<file path="config.mk">
export PLATFORM = sky130hd
export DESIGN_NAME = spi_omega_bank
export DESIGN_NICKNAME = d
export VERILOG_FILES = /design/src/rtl/spi_omega_bank.sv
export SDC_FILE = /design/constraint.sdc
export NUM_CORES = 1
export LEC_CHECK = 0
export CAP_MARGIN = 20
export CORE_ASPECT_RATIO = 1.5
export CORE_MARGIN = 4
export CORE_UTILIZATION = 52
export DETAILED_ROUTE_END_ITERATION = 8
export PLACE_DENSITY = 0.79
export SETUP_SLACK_MARGIN = 0.5
export SLEW_MARGIN = 5
export SYNTH_ARGS = -nofsm -noshare
export SYNTH_HDL_FRONTEND = slang
export SYNTH_SLANG_ARGS = --single-unit
</file>
<file path="constraint.sdc">
create_clock -name clk -period 12.2 [get_ports clk]
set_input_delay 1.83 -clock clk [delete_from_list [all_inputs] [get_ports clk]]
set_output_delay 1.83 -clock clk [all_outputs]
set_load 0.1 [all_outputs]
</file>
<file path="src/rtl/spi_omega_bank.sv">
`default_nettype none
// ============================================================================
// Module   : spi_omega_bank
// Brief    : SPI (mode 0) slave that loads per-channel tuning words into a
//            shadow bank and commits the whole bank to the active outputs
//            atomically when a frame carries the COMMIT flag.
// Revision : 1.0 - initial release
// ============================================================================
module spi_omega_bank #(
  parameter int OMEGA_W     = 40,
  parameter int NCH         = 4,
  parameter int SYNC_STAGES = 2
) (
  input  logic                   clk,
  input  logic                   rst,
  input  logic                   sck,
  input  logic                   mosi,
  input  logic                   ssel,
  output logic [NCH*OMEGA_W-1:0] omega,
  output logic                   update,
  output logic                   frame_err
);

  localparam int            c_fw       = 8 + OMEGA_W;
  localparam int            c_cw       = $clog2(c_fw + 2);
  localparam logic [c_cw-1:0] c_cnt_full = c_cw'(c_fw);
  localparam logic [c_cw-1:0] c_cnt_sat  = c_cw'(c_fw + 1);

  typedef enum logic [1:0] {
    IDLE  = 2'd0,
    SHIFT = 2'd1,
    LATCH = 2'd2
  } state_t;

  // Bit 0 is the newest sample; bit SYNC_STAGES is the history flop.
  logic [SYNC_STAGES:0] r_sck_s;
  logic [SYNC_STAGES:0] r_mosi_s;
  logic [SYNC_STAGES:0] r_ssel_s;

  state_t            r_state;
  state_t            w_next;
  logic [c_cw-1:0]   r_cnt;
  logic [c_fw-1:0]   r_shreg;
  logic [OMEGA_W-1:0] r_shadow [NCH];
  logic [OMEGA_W-1:0] r_active [NCH];

  logic              w_sck_rise;
  logic              w_ssel_rise;
  logic              w_ssel_fall;
  logic              w_ssel_low;
  logic              w_mosi_bit;
  logic              w_shift_en;
  logic              w_latch;
  logic              w_valid;
  logic              w_commit;
  logic [6:0]        w_chan;
  logic [OMEGA_W-1:0] w_data;

  // Synchronize the asynchronous SPI pins; reset to the bus idle levels.
  always_ff @(posedge clk) begin
    if (rst) begin
      r_sck_s  <= '0;
      r_mosi_s <= '0;
      r_ssel_s <= '1;
    end else begin
      r_sck_s  <= {r_sck_s[SYNC_STAGES-1:0], sck};
      r_mosi_s <= {r_mosi_s[SYNC_STAGES-1:0], mosi};
      r_ssel_s <= {r_ssel_s[SYNC_STAGES-1:0], ssel};
    end
  end

  assign w_sck_rise  = r_sck_s[SYNC_STAGES-1] & ~r_sck_s[SYNC_STAGES];
  assign w_ssel_rise = r_ssel_s[SYNC_STAGES-1] & ~r_ssel_s[SYNC_STAGES];
  assign w_ssel_fall = ~r_ssel_s[SYNC_STAGES-1] & r_ssel_s[SYNC_STAGES];
  assign w_ssel_low  = ~r_ssel_s[SYNC_STAGES-1];
  // mosi is stable for half an sck period around the rising edge, so the
  // history sample aligned with the detected edge is safe to capture.
  assign w_mosi_bit  = r_mosi_s[SYNC_STAGES];

  assign w_shift_en = (r_state == SHIFT) && w_ssel_low && w_sck_rise && !w_ssel_fall;
  assign w_latch    = (r_state == SHIFT) && w_ssel_rise;

  assign w_commit = r_shreg[c_fw-1];
  assign w_chan   = r_shreg[c_fw-2 -: 7];
  assign w_data   = r_shreg[OMEGA_W-1:0];
  assign w_valid  = (r_cnt == c_cnt_full) && (int'(w_chan) < NCH);

  // State register.
  always_ff @(posedge clk) begin
    if (rst) r_state <= IDLE;
    else     r_state <= w_next;
  end

  // Next-state logic; a rise and fall seen together closes the old frame
  // and goes straight back to shifting a new one.
  always_comb begin
    w_next = r_state;
    case (r_state)
      IDLE:    if (w_ssel_fall) w_next = SHIFT;
      SHIFT:   if (w_ssel_rise) w_next = w_ssel_fall ? SHIFT : LATCH;
      LATCH:   w_next = w_ssel_fall ? SHIFT : IDLE;
      default: w_next = IDLE;
    endcase
  end

  // Bit counter and shift register; a new frame always starts clean.
  always_ff @(posedge clk) begin
    if (rst) begin
      r_cnt   <= '0;
      r_shreg <= '0;
    end else if (w_ssel_fall) begin
      r_cnt   <= '0;
      r_shreg <= '0;
    end else if (w_shift_en) begin
      r_shreg <= {r_shreg[c_fw-2:0], w_mosi_bit};
      if (r_cnt != c_cnt_sat) r_cnt <= r_cnt + 1'b1;
    end
  end

  // Frame acceptance: shadow write, optional atomic commit, error pulse.
  always_ff @(posedge clk) begin
    if (rst) begin
      update    <= 1'b0;
      frame_err <= 1'b0;
      for (int k = 0; k < NCH; k++) begin
        r_shadow[k] <= '0;
        r_active[k] <= '0;
      end
    end else begin
      update    <= 1'b0;
      frame_err <= 1'b0;
      if (w_latch) begin
        if (w_valid) begin
          for (int k = 0; k < NCH; k++) begin
            if (w_chan == 7'(k)) r_shadow[k] <= w_data;
            if (w_commit) r_active[k] <= (w_chan == 7'(k)) ? w_data : r_shadow[k];
          end
          update <= w_commit;
        end else if (r_cnt != '0) begin
          frame_err <= 1'b1;
        end
      end
    end
  end

  generate
    for (genvar k = 0; k < NCH; k++) begin : g_ch
      assign omega[k*OMEGA_W +: OMEGA_W] = r_active[k];
    end
  endgenerate

endmodule
`default_nettype wire

</file>
==> flow_metrics.env <==
export IMPL_top_layer="met4"
export IMPL_rsz0062_at_grt="false"
export IMPL_yosysSeqAreaShare_pct=65.1
export IMPL_grt_max_degree=126
export IMPL_grt_pass1_wl_um=71000
export IMPL_synth_area_um2=16800
export IMPL_path_cells="clkdlybuf4s50_1, clkinv_1, nand4_4, buf_4, buf_12, buf_4, nor3_1"
export IMPL_wirelength_met1_um=16000
export IMPL_drcViolationCount=0
export IMPL_skew_ns=0.0160
export IMPL_crit_buf_inv=5
export IMPL_insertedDiodeCount=0
export IMPL_die_height_um=228
export IMPL_cts_buffers=36
export IMPL_met2_length_um=23600
export IMPL_max_freq_mhz=176
export IMPL_start_util_pct=52.7
export IMPL_htreeDepth=2
export IMPL_hp_start="r_ssel_s[0]"
export IMPL_coreArea_um2=31900
export IMPL_critPathRequiredTime_ns=12.44
export IMPL_io_buffers=166
export IMPL_fin_util_pct=62.3
export IMPL_path_delay_family="buffers and inverters"
export IMPL_first_global_vias=12500
export IMPL_cp_startpoint="rst"
export IMPL_post_cts_setup_buffers=0
export IMPL_synth_area_leaders="edfxtp_1 (57%), dfxtp_1 (8.0%), a211oi_1 (7.1%)"
export IMPL_cp_start_kind="input port"
export IMPL_gp_congestion=0.815
export IMPL_grt_usage_pct=25.1
export IMPL_met3_length_um=4510
export IMPL_period_needed_ns=5.67
export IMPL_antenna_left=0
export IMPL_placementRows=80
export IMPL_overflow=0
export IMPL_relSlewSlack_pct=27.1
export IMPL_cp_slowest_cell="nand4_4"
export IMPL_max_stage_delay_ns=0.77
export IMPL_yosys_register_bits=387
export IMPL_final_net_count=1539
export IMPL_path_class="input port to flop"
export IMPL_clockBufferDepth=3
export IMPL_peakVddDrop_v=0.0000794
export IMPL_drt_total_wl_um=46000
export IMPL_power_density_nw_per_um2=146
export IMPL_worst_pin_slew_ns=1.09
export IMPL_yosysWarnings=0
export IMPL_ys_async_sr_fraction_pct=0
export IMPL_die_w_um=155
export IMPL_fillers=2376
export IMPL_leakagePower_uw=0.00550
export IMPL_synth_flop_cell="edfxtp_1"
export IMPL_syn_inst=1469
export IMPL_drtIter0Drc=1815
export IMPL_layout_drive_gt1_share_pct=7.32
export IMPL_hold_path_class="flop to flop"
export IMPL_die_area_um2=35400
export IMPL_cp_end_kind="flop"
export IMPL_cts_root_buf="clkbuf_16"
export IMPL_synth_edff_count=320
export IMPL_clkLatencyLatePin_ns=0.53
export IMPL_synth_net_count=1477
export IMPL_fin_crit_sh_pct=46.5
export IMPL_final_hold_violation_count=0
export IMPL_synth_top_cell_by_area="edfxtp_1"
export IMPL_clk_pin_slew_ns=0.06
export IMPL_avgSynthCellArea_um2=11.5
export IMPL_fin_setup_tns_ns=0
export IMPL_postCtsHoldBufs=0
export IMPL_first_pass_iters=6
export IMPL_vias_per_cell=6.65
export IMPL_setup_violations=0
export IMPL_num_io_pins=167
export IMPL_antenna_found_initial=0
export IMPL_status="finished, final reports clean"
export IMPL_rr_startpoint="r_cnt[0]"
export IMPL_wl_per_cell_um=23.4
export IMPL_cp_max_fo=82
export IMPL_arrival_ns=5.91
export IMPL_cts_tree="done"
export IMPL_cp_common_cell="buf_4"
export IMPL_area_growth_pct=18.2
export IMPL_clock_sinks=387
export IMPL_slew_violations=0
export IMPL_drv_cap=0
export IMPL_cts_repair_resized=0
export IMPL_place_hpwl_um=25100
export IMPL_synth_top_area_share_pct=57.1
export IMPL_ys_types=48
export IMPL_vias=13100
[layout by cell type, fill, tap and decap left out, types with 4 or more instances in the layout]
master / synthesis / routed
edfxtp_1: 320 / 320
mux2i_1: 5 / 5
nor2_1: 4 / 4
dfxtp_1: 67 / 67
a21oi_1: 48 / 48
o21ai_1: 44 / 44
clkinv_2: 0 / 4
clkbuf_8: 0 / 6
clkdlybuf4s50_1: 0 / 166
nor3_1: 161 / 161
nand3_1: 220 / 219
clkbuf_16: 0 / 37
buf_16: 0 / 4
clkinv_1: 1 / 6
buf_12: 0 / 4
clkbuf_1: 111 / 9
o21ai_4: 0 / 4
inv_1: 44 / 44
a211oi_1: 160 / 160
nand2_2: 0 / 4
o21ai_0: 168 / 164
buf_4: 5 / 21
nor2b_1: 7 / 6
[metrics by stage]
step / cell area, um^2 / setup WS, ns / hold WS, ns / power, uW / instances
5_1_grt: 19900 / 6.18 / 0.450 / 2980 / 1967
2_1_floorplan: 16800 / 3.44 / 0.389 / 1770 / 1469
3_5_place_dp: 18600 / 5.94 / 0.412 / 1840 / 1895
6_report: 19900 / 6.53 / 0.422 / 2910 / 1967
4_1_cts: 19700 / 6.50 / 0.429 / 2920 / 1959
3_3_place_gp: 18600 / 6.09 / 0.394 / 1840 / 1894
[sequential cells by signal, indices dropped and copies added (netlist names)]
name / flops
r_ssel_s: 3
r_cnt: 6
r_state: 2
r_mosi_s: 3
r_shreg: 48
r_active: 160
frame_err: 1
r_shadow: 160
update: 1
r_sck_s: 3
[path summary, 6_finish.rpt]
path / depth (start not counted) / to / slack [ns]
worst max-delay path: 7 / r_shadow[2][17] / 6.53
worst min register to register: 1 / r_ssel_s[1] / 0.42
worst max register to register: 7 / r_active[2][33] / 7.69
worst min-delay path: 1 / r_ssel_s[1] / 0.42
[cells by family (layout without fill, tap and decap cells)]
| group | Yosys count | count (layout) | synth area share [%] |
|---|---|---|---|
| simple gates | 433 | 433 | 13.9 |
| compound gates | 424 | 424 | 15.1 |
| flops | 387 | 387 | 65.1 |
| buf+inv | 217 | 305 | 5.37 |
| mux | 5 | 5 | 0.297 |
| fa+ha+maj | 3 | 3 | 0.223 |
[cell type report]
class	instances	area (um^2)	share of cell area (%)
clock buffer	52	1040	5.24
clock inverter	12	83.8	0.421
inverter	45	169	0.849
multi-input combinational	865	5110	25.7
sequential	387	11000	55.0
tap	410	513	2.58
timing repair buffer	196	2020	10.2
[per-layer routing]
layer,vias up,global-route usage (%)
li1,5732,-
met1,6300,31.8
met2,909,42.7
met3,142,3.52
met4,0,11.8
met5,-,0
[where the power goes]
part / total (uW) / switching, uW / internal (uW) / leakage, uW
clock: 1090 / 477 / 615 / 0.000548
combinational: 315 / 259 / 55.5 / 0.00138
sequential: 1500 / 20.2 / 1480 / 0.00358
[Yosys cell counts, types with 2 or more instances]
cell type and number:
nand4_1 3, buf_4 5, dfxtp_1 67, nor4b_2 2, buf_2 49, and3_1 2, nor4bb_1 2, o21ai_1 44
or2_2 3, nand2b_1 3, inv_1 44, nand2_1 5, a211oi_1 160, nor2_1 4, nor3_1 161, nand3_1 220
ha_1 3, mux2i_1 5, o21ai_0 168, nor2b_1 7, edfxtp_1 320, buf_1 5, nand3b_1 2, and4bb_2 2
nor3_2 3, a21oi_1 48, clkbuf_1 111
No activity file was read; power rests on OpenSTA's default activity.
